==> src/rtl/cache_controller.sv <==
// Direct-mapped, write-through, write-allocate cache controller.
// One 32-bit word per line. Tags and valid bits are kept here, and the data
// words live in an external array. That array and main memory both present
// registered read data on the falling edge after the address is driven.
//
//  state  | meaning
//  IDLE   | waiting for cpu_req; latches the request on acceptance
//  LOOKUP | cache_addr driven, tag compare, statistics update
//  MEM_RD | read miss: fetch the word from main memory
//  FILL   | write the fetched word into the cache line, set tag/valid
//  WRITE  | write-through to memory and the cache line together
//  DONE   | one-cycle cpu_ready pulse
module cache_controller #(
    parameter int index      = 3,
    parameter int memorybits = 5
) (
    input  logic                  clk,
    input  logic                  reset,
    input  logic                  cpu_req,
    input  logic                  cpu_we,
    input  logic [memorybits-1:0] cpu_addr,
    input  logic [31:0]           cpu_wdata,
    output logic [31:0]           cpu_rdata,
    output logic                  cpu_ready,
    output logic [index-1:0]      cache_addr,
    output logic [31:0]           cache_wdata,
    output logic                  cache_we,
    input  logic [31:0]           cache_rdata,
    output logic [memorybits-1:0] mem_addr,
    output logic [31:0]           mem_wdata,
    output logic                  mem_we,
    input  logic [31:0]           mem_rdata,
    output logic [7:0]            hit_count,
    output logic [7:0]            miss_count
);

    localparam int TAGW  = memorybits - index;
    localparam int LINES = 1 << index;

    localparam logic [2:0] IDLE   = 3'd0;
    localparam logic [2:0] LOOKUP = 3'd1;
    localparam logic [2:0] MEM_RD = 3'd2;
    localparam logic [2:0] FILL   = 3'd3;
    localparam logic [2:0] WRITE  = 3'd4;
    localparam logic [2:0] DONE   = 3'd5;

    logic [2:0]            state;
    logic                  req_we;
    logic [memorybits-1:0] req_addr;
    logic [31:0]           req_wdata;
    logic [31:0]           fill_data;
    logic [TAGW-1:0]       tag_store [0:LINES-1];
    logic [LINES-1:0]      valid;

    logic [index-1:0]      idx;
    logic [TAGW-1:0]       tag;
    logic                  hit;

    assign idx = req_addr[index-1:0];
    assign tag = req_addr[memorybits-1:index];
    assign hit = valid[idx] && (tag_store[idx] == tag);

    // Main FSM with valid bits, statistics and returned read data.
    always_ff @(posedge clk) begin
        if (reset) begin
            state      <= IDLE;
            valid      <= '0;
            hit_count  <= 8'd0;
            miss_count <= 8'd0;
            cpu_rdata  <= 32'd0;
        end else begin
            case (state)
                IDLE: begin
                    if (cpu_req) state <= LOOKUP;
                end
                LOOKUP: begin
                    if (hit) begin
                        if (hit_count != 8'hFF) hit_count <= hit_count + 8'd1;
                    end else begin
                        if (miss_count != 8'hFF) miss_count <= miss_count + 8'd1;
                    end
                    if (req_we) begin
                        state <= WRITE;
                    end else if (hit) begin
                        cpu_rdata <= cache_rdata;
                        state     <= DONE;
                    end else begin
                        state <= MEM_RD;
                    end
                end
                MEM_RD: begin
                    cpu_rdata <= mem_rdata;
                    state     <= FILL;
                end
                FILL: begin
                    valid[idx] <= 1'b1;
                    state      <= DONE;
                end
                WRITE: begin
                    valid[idx] <= 1'b1;
                    state      <= DONE;
                end
                DONE:    state <= IDLE;
                default: state <= IDLE;
            endcase
        end
    end

    // Request latch and fill buffer; contents only matter once a request is in flight.
    always_ff @(posedge clk) begin
        if (state == IDLE && cpu_req) begin
            req_we    <= cpu_we;
            req_addr  <= cpu_addr;
            req_wdata <= cpu_wdata;
        end
        if (state == MEM_RD) fill_data <= mem_rdata;
    end

    // Tag store is deliberately not cleared by reset; valid bits guard it.
    always_ff @(posedge clk) begin
        if (!reset && (state == FILL || state == WRITE)) tag_store[idx] <= tag;
    end

    // Array/memory strobes and buses; everything forced low while reset is high.
    always_comb begin
        cache_addr  = '0;
        cache_wdata = 32'd0;
        cache_we    = 1'b0;
        mem_addr    = '0;
        mem_wdata   = 32'd0;
        mem_we      = 1'b0;
        cpu_ready   = 1'b0;
        if (!reset) begin
            case (state)
                LOOKUP: cache_addr = idx;
                MEM_RD: mem_addr = req_addr;
                FILL: begin
                    cache_addr  = idx;
                    cache_wdata = fill_data;
                    cache_we    = 1'b1;
                end
                WRITE: begin
                    cache_addr  = idx;
                    cache_wdata = req_wdata;
                    cache_we    = 1'b1;
                    mem_addr    = req_addr;
                    mem_wdata   = req_wdata;
                    mem_we      = 1'b1;
                end
                DONE:    cpu_ready = 1'b1;
                default: ;
            endcase
        end
    end

endmodule

==> config.mk <==
export PLATFORM = sky130hd
export DESIGN_NAME = cache_controller
export DESIGN_NICKNAME = d
export VERILOG_FILES = /design/src/rtl/cache_controller.sv
export SDC_FILE = /design/constraint.sdc
export NUM_CORES = 1
export LEC_CHECK = 0
export ABC_AREA = 0
export CAP_MARGIN = 30
export CORE_MARGIN = 3
export CORE_UTILIZATION = 23
export CTS_CLUSTER_SIZE = 12
export DETAILED_ROUTE_END_ITERATION = 16
export MAX_ROUTING_LAYER = met4
export SLEW_MARGIN = 20
export SYNTH_ARGS = -nofsm -noshare
export SYNTH_HDL_FRONTEND = slang
export SYNTH_SLANG_ARGS = --single-unit
==> constraint.sdc <==
create_clock -name clk -period 2.4 [get_ports clk]
set_input_delay 0.24 -clock clk [delete_from_list [all_inputs] [get_ports clk]]
set_output_delay 0.24 -clock clk [all_outputs]
set_load 0.02 [all_outputs]
Yosys cells after proc, flatten, opt, wreduce, memory -nomap -nowiden
Memory sizes are Yosys's and may differ from the RTL's. A register that Yosys moved wholly into a read port is not among the register bits.
Cells that the tools add are included.
{ "totals": {"regBits": 129, "mem_bits_rw": 16, "input_bits": 105, "wordCells": 69, "n_memories": 1} }
{ "mem_list": {"columns": ["name", "depth", "word_bits", "read_ports", "rd_ports_with_merged_regs", "write_ports", "line_no", "text"], "rows": [
  ["tag_store", 8, 2, 1, 1, 1, "52", "logic [TAGW-1:0] tag_store [0:LINES-1];"]
]} }
{ "classes": {"n_addsub": 2, "magnitude_cmp": 2, "n_eq_ne": 11, "muxes": 28, "n_bitwise": 2, "reduce_logical": 14} }
{ "ops": {"columns": ["operator", "count"], "rows": [
  ["32-bit 2-to-1 mux", 5],
  ["32-bit case mux with 2 select lines", 2],
  ["3-bit 2-to-1 mux", 6],
  ["8-bit by 1-bit adder with 8-bit output, second input constant", 2],
  ["8-bit != test, second input constant", 2],
  ["3-bit case mux with 4 select lines", 1],
  ["1-bit 2-to-1 mux", 10],
  ["5-bit 2-to-1 mux", 2],
  ["3-bit AND reduction", 3],
  ["8-bit OR", 1],
  ["3-bit by 2-bit equality test with 1-bit output, second input constant", 2],
  ["3-bit equality test, second input constant", 2],
  ["2-bit != test, second input constant", 3],
  ["1-bit logical AND", 4],
  ["3-bit by 4-bit < comparator with 1-bit output, second input constant", 1],
  ["2-bit OR reduction", 2],
  ["1-bit binary-select mux with 3-bit select", 1],
  ["1-bit demux with 3-bit select", 1],
  ["3-bit by 1-bit equality test with 1-bit output, second input constant", 1],
  ["3-bit by 1-bit greater-or-equal comparator with 1-bit output, second input constant", 1],
  ["3-bit zero test", 1],
  ["3-bit OR reduction", 1],
  ["2-bit equality test", 1],
  ["2-bit nonzero test", 1],
  ["other kinds (3)", 3]
]} }

Depth between registers and ports, before layout
Gate-level depths: netlist of the first run.
{ "depth": {"word_depth": 6, "mapped_depth": 9} }

Worst setup path before layout of the first run
Ideal clock, no wire load.
{ "synth_timing": {"kind": "reg-to-reg", "startpoint": "register state[2]", "endpoint": "register with a tool-made name", "setup_ns": 0.123, "arrival_time_ns": 2.302, "required_time_ns": 2.277, "setup_slack_ns": -0.024, "path_stages_with_launch": 6, "synth_period_minus_slack_ns": 2.424, "path_cell_list": "dfxtp_1 > clkbuf_1 > nor2_1 > and3_1 > clkbuf_1 > mux2_2"} }
{ "synth_rtl": {"columns": ["item", "line_no", "text"], "rows": [
  ["start: declaration", "47", "logic [2:0] state;"],
  ["start signal: assignment", "66", "state <= IDLE;"],
  ["start signal: assignment", "74", "if (cpu_req) state <= LOOKUP;"],
  ["start signal: assignment", "83", "state <= WRITE;"]
]} }

==> results of run 1 <==
==> area by class of cell <==
type / count / area, µm² / area share (%)
well taps: 335 / 419 / 4.14
clock buffers: 18 / 439 / 4.33
diodes: 1 / 2.50 / 0.0247
flip-flops and latches: 148 / 3830 / 37.8
repair buffers: 275 / 2660 / 26.3
clock inverters: 14 / 175 / 1.73
multi-input cells: 348 / 2590 / 25.5
inverters: 6 / 22.5 / 0.222
==> state kept, by name, summed over array words and instances, names as in the netlist, 5 cells and up, named ones only <==
signal / cells
cpu_rdata: 32
fill_data: 32
req_wdata: 32
tag_store: 16
hit_count: 8
miss_count: 8
valid: 8
req_addr: 5
==> synthesized netlist by cell type, drive strengths merged (4+ instances only) <==
cell type / count
o21ai: 37
a22oi: 7
a21oi: 15
inv: 5
mux2: 4
a21o: 34
mux2i: 6
and2: 9
dfxtp: 62
o31ai: 11
or4: 11
and3: 38
nor3: 5
mux4: 4
clkbuf: 37
a31oi: 33
a211oi: 32
edfxtp: 86
nor2: 52
nand3: 13
buf: 9
nand2: 7
==> how the worst max path moves through the flow <==
stage / end / from / cells past startpoint / slack (ns)
6_report: miss_count[6]$_SDFFE_PP0P_ / tag_store[4][1]$_DFFE_PP_ / 7 / -0.03
5_1_grt: miss_count[4]$_SDFFE_PP0P_ / flop / 7 / -0.08
4_1_cts: cache_wdata[20] / state[2]$_SDFFE_PP0P_ / 7 / -0.07
3_5_place_dp: cpu_rdata[16]$_SDFFE_PP0P_ / flop / 7 / -0.20
3_3_place_gp: hit_count[7]$_SDFFE_PP0P_ / flop / 6 / -0.10
2_1_floorplan: fill_data[0]$_DFFE_PP_ / state[2]$_SDFFE_PP0P_ / 5 / 0.08
==> cell families after synthesis <==
group                    Yosys count  share of synthesized area, %
AO/OA/AOI/OAI                    178                          18.9
buffers and inverters             52                          3.36
AND/OR/NAND/NOR                  151                          12.7
flip-flops                       148                          61.1
multiplexers                      14                          3.24
XOR/XNOR                           2                         0.280
adder cells (fa/ha/maj)            2                         0.400
==> report_power, final <==
part	switching [mW]	internal (mW)	leakage [nW]
logic	0.545	0.453	2.56
registers	0.0689	2.84	1.30
clock network	1.12	1.67	0.295
total	1.73	4.96	4.15
==> routing by layer <==
metal  global-route usage, %  up-vias
met4                    6.02        0
li1                        -     2607
met1                    22.1     2742
met3                    3.23       46
met5                       -        -
met2                    25.6      194
==> stage by stage <==
| stage | instances | area [µm²] | hold slack [ns] | setup TNS, ns | utilization [%] |
|---|---|---|---|---|---|
| floorplan | 547 | 6260 | 0.339 | 0 | - |
| global placement | 1098 | 9100 | 0.436 | -3.18 | 34.4 |
| detailed placement | 1098 | 9100 | 0.440 | -6.47 | 34.4 |
| CTS | 1139 | 9850 | 0.0970 | -0.353 | 37.3 |
| global route | 1145 | 10100 | 0.120 | -1.37 | 38.4 |
| finish | 1145 | 10100 | 0.109 | -0.0540 | 38.4 |
==> what timing repair did <==
item / 4_1_cts / 5_1_grt
setup endpoints to repair: 115 / 73
pin swaps: 18 / 51
setup buffers: 6 / 5
resized for setup: 121 / 106
hold endpoints to repair: 0 / 0
cloned: 4 / 1
==> results by group, run 1 <==
Critical path
  – Crit end category: flop
  – Critical path class: reg -> reg
  – Crit path max-delay cell type: mux4_2
  – WP data arrival: ~2.8 ns
  – Worst setup SP type: flop
  – R2r worst-path depth: 7
  – Worst r2r dst: miss_count[6]$_SDFFE_PP0P_
  – FF-to-FF Start: tag_store[4][1]$_DFFE_PP_
  – Crit-path cells: mux4_2 > mux2i_4 > xor2_4 > o211a_4 > clkbuf_16 > or4_4 > a21oi_2
  – Critical Path RT: roughly 2.8 ns
  – CP Max Fanout: 8
  – Worst path max stage delay: around 0.52 ns
  – Worst path bufs/invs: 1
  – Cell family with most CP delay: multiplexers
  – Flop-to-flop setup slack: -0.03 ns

Power
  – Power density over cell area: around 660 nW/µm²
  – Design Power: ~6.7 mW
  – Peak supply drop: around 0.42 mV
  – Leak: just over 4 nW

Place
  – DP HPWL: approximately 17 mm
  – Place WS: -0.199 ns
  – Final GP Congestion: 0.839
  – PortBufs: 227

Detailed routing
  – Wire length on met3: ~1.1 mm
  – Routed WL: about 25 mm
  – DRT iter0 DRCs: 490
  – Drt wl/cell: 21.4 µm
  – DRT met1 WL: approximately 11 mm
  – Vias: between 5000 and 6000
  – Top Layer Used: met4
  – Number of remaining DRC errors: 0
  – DRT antenna net count: 0
  – Via/cell ratio: around 4.9
  – TritonRoute pass-1 iters: 5
  – Wire length on met2: 11.8 mm

Floorplan
  – Chip height: ~170 µm
  – Die Area: just under 30000 µm²
  – Row count: between 50 and 60
  – Initial Utilization: a little under a quarter
  – Die width: 171 µm
  – Core ar.: about 26000 µm²
  – I/O pin total: 228

Synthesis
  – Post-synth EDFFs: 86
  – Synth top area cells: edfxtp_1 (41%), dfxtp_1 (20%), a21o_1 (4.1%)
  – Post-Syn Area per Cell: ~11 µm²
  – Syn_nets: ~650
  – Mapped cell area: roughly 6300 µm²
  – Synth top area share: between 40% and 50%
  – Yosys Warn Count: 0
  – Post-synthesis sequential area ratio: between 60% and 70%
  – Gate count of the mapped netlist: around 550
  – #FFs+latches synth: around 150
  – Post-synth top area cell: edfxtp_1
  – Most used DFF post-synth: edfxtp_1
  – Synth cell types: 43
  – Ys async rst share: 0%

Layout
  – Most frequent cells in the layout: clkdlybuf4s50_1 (153), edfxtp_1 (86), dfxtp_1 (61)
  – Commonest non-fill, non-tap cell in the layout: clkdlybuf4s50_1
  – Total of fill cells in the finished design: roughly 2600
  – Share of layout cells above drive strength 1: between 20% and 30%
  – Layout Area Growth over Synthesis: 62.0%
  – NumNets Final: 903

Clocking
  – TritonCTS clock tree: yes
  – CTS root buf: clkbuf_16
  – Worst-Skew Late Latency: 0.43 ns
  – CTS Sinks: ~150
  – CTS Hold Bufs: 0
  – Clock Path Buffers: 2
  – Htree depth: 4
  – Worst-path clk slew: about 0.070 ns
  – Inserted Clock Buffers: 17

Timing
  – Fin crit period: around 2.4 ns
  – Final hold violations: 0
  – Final-report setup violation count: 4
  – Slew Limit Headroom: roughly three fifths
  – Worst setup margin: -0.0284 ns
  – Final Max Tran Viols: 0
  – Fmax: a little over 400 MHz
  – Post-route clock period utilization: 101%
  – Clk_skew: 0.00960 ns
  – RSZ-0062 raised after global routing: yes
  – Worst Tran Pin Value: ~0.59 ns

Global routing
  – Gr usage total: ~17%
  – Vias in the first global route: between 5000 and 6000
  – Largest net degree at the start of global routing: 43
  – Initial antenna violation count: 1
  – GR Overflow Total: 0
  – First-pass GRT wire length: around 35 mm

Worst hold path
  – Hold crit path type: in -> reg
  – Hold path startpoint: reset
  – Hold path depth: 2
  – Hold EP: hit_count[5]$_SDFFE_PP0P_

Run
  – Max-Cap Viols: 0

Status
  – Violated checks: negative setup slack
  – Status: complete, but fails checks
Power figures use the tool's default switching activity.
==> inputs of run 2 (changes only) <==
--- a/config.mk
+++ b/config.mk
@@ -12,6 +12,7 @@
 export CTS_CLUSTER_SIZE = 12
 export DETAILED_ROUTE_END_ITERATION = 16
 export MAX_ROUTING_LAYER = met4
+export PLACE_DENSITY = 0.5
 export SLEW_MARGIN = 20
 export SYNTH_ARGS = -nofsm -noshare
 export SYNTH_HDL_FRONTEND = slang
==> run 2 against run 1 <==
  * The run still ends with negative setup slack left
  * Fmax increased by 0.84%
  * Power decreased by 2.3%
  * First-iteration DRC count decreased by 37%
  * Sequential share of layout area increased by 0.79 points
  * Sequential power about the same
  * Clock skew about the same
==> results by group, run 2 (synthesis gave the netlist of run 1 again) <==
Clocking
  – Clock Path Buffers: 2
  – CTS Sinks: 148
  – Worst-path clk slew: about 0.070 ns
  – Inserted Clock Buffers: 17
  – CTS root buf: clkbuf_16
  – Htree depth: 4
  – TritonCTS clock tree: yes
  – CTS Hold Bufs: 0
  – Worst-Skew Late Latency: about 0.43 ns

Place
  – PortBufs: 227
  – DP HPWL: 17.4 mm
  – Placed inst area: roughly 9100 µm²
  – Final GP Congestion: around 0.8

Detailed routing
  – TritonRoute pass-1 iters: 4
  – Number of remaining DRC errors: 0
  – DRT iter0 DRCs: 310
  – Via/cell ratio: about 4.7
  – Vias: 5410
  – DRT antenna net count: 0
  – Routed WL: between 20 and 25 mm
  – Drt wl/cell: between 20 and 25 µm

Worst hold path
  – Hold crit path type: in -> reg
  – Hold path startpoint: reset
  – Hold EP: state[2]$_SDFFE_PP0P_
  – Hold path depth: 3

Global routing
  – Vias in the first global route: roughly 5300
  – GR Overflow Total: 0
  – Initial antenna violation count: 2
  – Gr usage total: 16.2%
  – Largest net degree at the start of global routing: 52
  – First-pass GRT wire length: between 30 and 40 mm

Timing
  – Fin Hold WS: roughly 0.27 ns
  – Worst setup margin: -0.00806 ns
  – Post-route clock period utilization: 100%
  – RSZ-0062 raised after global routing: yes
  – Final-report setup violation count: 1
  – Fin crit period: approximately 2.4 ns
  – Final Max Tran Viols: 0
  – Fmax: just over 400 MHz
  – Slew Limit Headroom: a little over half
  – Clk_skew: slightly above 0.009 ns
  – Worst Tran Pin Value: approximately 0.69 ns
  – Final hold violations: 0

Critical path
  – Critical path class: reg -> reg
  – Worst setup SP type: flop
  – Crit end category: flop
  – FF-to-FF Start: req_addr[0]$_DFFE_PP_
  – CP Max Fanout: 8
  – R2r worst-path depth: 6
  – Worst r2r dst: miss_count[4]$_SDFFE_PP0P_
  – WP data arrival: approximately 2.8 ns
  – Flop-to-flop setup slack: -0.008 ns
  – Critical Path RT: 2.76 ns

Floorplan
  – I/O pin total: 228
  – Initial Utilization: between 20% and 30%
  – Core ar.: ~26000 µm²
  – Row count: about 60
  – Chip height: about 170 µm
  – Die Area: 29200 µm²
  – Die width: 171 µm

Status
  – Violated checks: negative setup slack
  – Status: complete, but fails checks

Layout
  – Utilization after layout: between 30% and 40%
  – Layout Area Growth over Synthesis: 58.7%
  – Top Registers: cpu_rdata x32, fill_data x32, req_wdata x32
  – NumNets Final: 900
  – Commonest non-fill, non-tap cell in the layout: clkdlybuf4s50_1
  – Most frequent cells in the layout: clkdlybuf4s50_1 (157), edfxtp_1 (86), dfxtp_1 (60)
  – Cell area after layout: roughly 9900 µm²
  – Share of layout cells above drive strength 1: ~16%

Power
  – Peak supply drop: ~0.44 mV
  – Power density over cell area: 658 nW/µm²
  – Leak: around 4 nW

Run
  – Max-Cap Viols: 0
## run 2: cell types whose count changed in the layout (fill, tap and decap cells not counted), moves of 5 or more
cell | before | now
a31oi_1 | 22 | 32
dlygate4sd2_1 | 40 | 50
buf_2 | 10 | 1
clkbuf_2 | 14 | 5
clkdlybuf4s15_1 | 1 | 9
a211oi_1 | 22 | 29
a211oi_2 | 10 | 3
a31oi_4 | 7 | 1
buf_4 | 34 | 29
## run 2: per-stage QoR
step	instances	TNS, ns	power, mW	worst slack (ns)
finish	1143	-0.00806	6.54	-0.00806
global route	1143	-1.14	6.77	-0.0806
CTS	1133	0	6.52	0.0000218
detailed placement	1099	-1.32	3.87	-0.0899
global placement	1099	-0.945	3.87	-0.0663
floorplan	547	0	3.33	0.0773
## run 2: area by class of cell
| cell class | instances | area [µm²] |
|---|---|---|
| fillers | 2585 | 16500 |
| flip-flops and latches | 148 | 3830 |
| repair buffers | 272 | 2700 |
| multi-input cells | 348 | 2370 |
| clock buffers | 21 | 493 |
| well taps | 335 | 419 |
| clock inverters | 11 | 92.6 |
| inverters | 6 | 22.5 |
| diodes | 2 | 5.00 |
## run 2: report_power, final
group          internal (mW)  switching (mW)
clock network           1.58            1.09
logic                  0.448           0.514
registers               2.84          0.0695
## run 2: critical path, cell delays in order (launching register included)
cell	delay (ns)
edfxtp_1	0.43
mux4_2	0.51
mux2_2	0.36
o211a_4	0.22
clkbuf_16	0.17
or4_4	0.51
a21oi_2	0.14
## run 2: routing by layer
| layer | global-route usage [%] | wire (µm) | vias up |
|---|---|---|---|
| li1 | - | - | 2599 |
| met4 | 5.14 | 436 | 0 |
| met3 | 3.28 | 997 | 27 |
| met1 | 22.7 | 11700 | 2640 |
| met2 | 23.4 | 11200 | 144 |
| met5 | - | 0 | - |
## run 2: what timing repair did
item | CTS | global route
pin swaps | 2 | 47
resized for setup | 71 | 63
gates cloned | 0 | 4
endpoints found under the setup margin | 113 | 66
endpoints found under the hold margin | 0 | 0
buffers inserted | 2 | 4
## run 2: worst max-delay path by stage
stage / start / end / cells after the start
after global placement: flop / miss_count[3]$_SDFFE_PP0P_ / 8
after floorplan: state[2]$_SDFFE_PP0P_ / fill_data[0]$_DFFE_PP_ / 5
after CTS: flop / state[1]$_SDFFE_PP0P_ / 7
final: req_addr[0]$_DFFE_PP_ / miss_count[4]$_SDFFE_PP0P_ / 6
after detailed placement: flop / cpu_rdata[9]$_SDFFE_PP0P_ / 8
after global routing: flop / miss_count[4]$_SDFFE_PP0P_ / 8
==> inputs of run 3 (changes only) <==
--- a/config.mk
+++ b/config.mk
@@ -7,12 +7,13 @@
 export LEC_CHECK = 0
 export ABC_AREA = 0
 export CAP_MARGIN = 30
-export CORE_MARGIN = 3
 export CORE_UTILIZATION = 23
 export CTS_CLUSTER_SIZE = 12
 export DETAILED_ROUTE_END_ITERATION = 16
+export DONT_BUFFER_PORTS = 1
+export HOLD_SLACK_MARGIN = 0.12
 export MAX_ROUTING_LAYER = met4
-export PLACE_DENSITY = 0.5
+export PLACE_DENSITY = 0.38
 export SLEW_MARGIN = 20
 export SYNTH_ARGS = -nofsm -noshare
 export SYNTH_HDL_FRONTEND = slang
==> run 3 against run 2 <==
  * Count of clock-buffer cells in the layout shrank 4
  * Non-clock buffer count shrank 106
  * Clock skew grew 0.0066 ns
  * Via count decreased by 4.7%
  * Clock power down 3%
  * Global-route usage decreased by 0.40 points
  * Wire length decreased by 13%
  * The run now ends clean
  * Fmax rose by 1.0%
==> results by group, run 3 (synthesis gave the netlist of run 1 again) <==
Detailed routing
  – Routed WL: around 21 mm
  – DRT antenna net count: 0
  – Via/cell ratio: 4.93
  – DRT iter0 DRCs: approximately 320
  – Vias: around 5200
  – TritonRoute pass-1 iters: 4
  – Number of remaining DRC errors: 0
  – Drt wl/cell: ~20 µm

Timing
  – Clk_skew: around 0.016 ns
  – Final Max Tran Viols: 0
  – Slew Limit Headroom: between 50% and 60%
  – Fmax: ~420 MHz
  – Post-route clock period utilization: 99.3%
  – Worst Tran Pin Value: between 0.7 and 0.8 ns
  – Fin crit period: between 2 and 2.5 ns
  – RSZ-0062 raised after global routing: yes
  – Final-report setup violation count: 0
  – Final hold violations: 0

Global routing
  – Initial antenna violation count: 4
  – First-pass GRT wire length: approximately 32 mm
  – GR Overflow Total: 0
  – Vias in the first global route: 5420
  – Largest net degree at the start of global routing: 64
  – Gr usage total: about 16%

Critical path
  – Flop-to-flop setup slack: roughly 0.017 ns
  – Crit path max-delay cell type: mux4_2
  – Crit-path cells: mux4_2 > mux2_4 > o211a_4 > buf_12 > or4_1 > a21oi_1
  – R2r worst-path depth: 6
  – WP data arrival: 2.73 ns
  – Critical Path RT: roughly 2.8 ns
  – Cell family with most CP delay: multiplexers
  – Worst r2r dst: miss_count[3]$_SDFFE_PP0P_
  – CP Max Fanout: 14
  – Crit end category: flop
  – FF-to-FF Start: req_addr[0]$_DFFE_PP_
  – Worst path max stage delay: roughly 0.54 ns
  – Critical path class: reg -> reg
  – Worst path bufs/invs: 1
  – Worst setup SP type: flop

Worst hold path
  – Hold path depth: 2
  – Hold crit path type: in -> reg
  – Hold EP: hit_count[7]$_SDFFE_PP0P_
  – Hold path startpoint: reset

Place
  – DP HPWL: between 10 and 15 mm
  – PortBufs: 0
  – Final GP Congestion: ~0.79
  – Placed inst area: between 7000 and 8000 µm²

Layout
  – Most frequent cells in the layout: dlygate4sd3_1 (101), edfxtp_1 (86), dfxtp_1 (59)
  – Layout Area Growth over Synthesis: 40.8%
  – Commonest non-fill, non-tap cell in the layout: dlygate4sd3_1
  – Share of layout cells above drive strength 1: approximately a fifth
  – Top Registers: cpu_rdata x32, fill_data x32, req_wdata x32
  – NumNets Final: 794
  – Cell area after layout: slightly below 9000 µm²

Power
  – Power density over cell area: just over 700 nW/µm²
  – Design Power: 6.29 mW
  – Leak: around 3.4 nW
  – Peak supply drop: approximately 0.31 mV

Run
  – Max-Cap Viols: 0

Clocking
  – CTS Sinks: approximately 150
  – Inserted Clock Buffers: 17
  – Worst-Skew Late Latency: roughly 0.42 ns
  – TritonCTS clock tree: yes
  – Htree depth: 4
  – Worst-path clk slew: 0.07 ns
  – Clock Path Buffers: 2
  – CTS root buf: clkbuf_16

Floorplan
  – I/O pin total: about 230
  – Chip height: between 150 and 200 µm
  – Row count: 60
  – Initial Utilization: between 20% and 30%
  – Core ar.: between 20000 and 30000 µm²
  – Die width: between 150 and 200 µm
  – Die Area: about 28000 µm²

Status
  – Status: finished clean
## run 3: changes by cell type in the layout (fill, tap and decap cells not counted), moves of 5 or more
| cell | before | now |
|---|---|---|
| buf_4 | 29 | 57 |
| clkbuf_2 | 5 | 0 |
| clkdlybuf4s15_1 | 9 | 0 |
| clkdlybuf4s50_1 | 157 | 0 |
| dlygate4sd2_1 | 50 | 0 |
| dlygate4sd3_1 | 0 | 101 |
| dlymetal6s2s_1 | 5 | 0 |
| inv_6 | 2 | 7 |
| o21ai_0 | 32 | 37 |
| o21ai_1 | 5 | 0 |
## run 3: final cells by class
cell class	instances	area, µm²
well taps	341	427
fillers	2682	18000
diodes	4	10.0
multi-input cells	348	2340
repair buffers	166	1610
clock inverters	15	140
inverters	6	22.5
flip-flops and latches	148	3830
clock buffers	17	425
## run 3: repair_timing
item | CTS | global route
hold buffers | 102 | 0
resized for setup | 10 | 17
pin swaps | 7 | 11
hold endpoints to repair | 123 | 0
setup buffers | 7 | 0
endpoints found under the setup margin | 45 | 63
cloned | 2 | 0
## run 3: worst register-to-register path: cells and delay by family, from the launching register on
family,cells,cell delay (ns)
buffers and inverters,1,0.16
DFF,1,0.49
AOI/OAI and AO/OA,2,0.31
muxes,2,0.86
and+or+nand+nor,1,0.50
## run 3: worst max-delay path by stage
stage	startpoint	endpoint	slack, ns	cells past startpoint
after floorplan	state[2]$_SDFFE_PP0P_	fill_data[0]$_DFFE_PP_	0.08	5
after CTS	flop	cpu_rdata[30]$_SDFFE_PP0P_	0.008	8
final	req_addr[0]$_DFFE_PP_	miss_count[3]$_SDFFE_PP0P_	0.02	6
after global routing	req_addr[0]$_DFFE_PP_	cpu_rdata[8]$_SDFFE_PP0P_	-0.06	6
after detailed placement	flop	hit_count[4]$_SDFFE_PP0P_	-0.1	6
after global placement	flop	state[1]$_SDFFE_PP0P_	-0.06	7
## run 3: power breakdown
| part | switching, mW | leakage [nW] | total [mW] | internal (mW) |
|---|---|---|---|---|
| clock | 1.22 | 0.275 | 2.60 | 1.38 |
| sequential | 0.132 | 1.30 | 2.97 | 2.84 |
| combinational | 0.409 | 1.87 | 0.718 | 0.309 |
## run 3: layer usage
layer	up-vias	global-route usage (%)	part of all wire, %
met3	15	4.37	6.2
met4	0	4.07	0.99
met2	203	24.7	48
li1	2385	-	-
met1	2552	19.9	45
met5	-	-	0
## run 3: through the flow
stage               utilization [%]  cells  hold WS, ns  setup TNS (ns)  setup WS (ns)
finish                         32.9   1045        0.150               0         0.0169
global placement               26.2    900        0.320          -0.434        -0.0557
global route                   32.9   1045        0.154          -0.724        -0.0606
CTS                            32.6   1041        0.123               0        0.00839
floorplan                         -    547        0.339               0         0.0773
detailed placement             26.2    900        0.318           -2.12        -0.0973
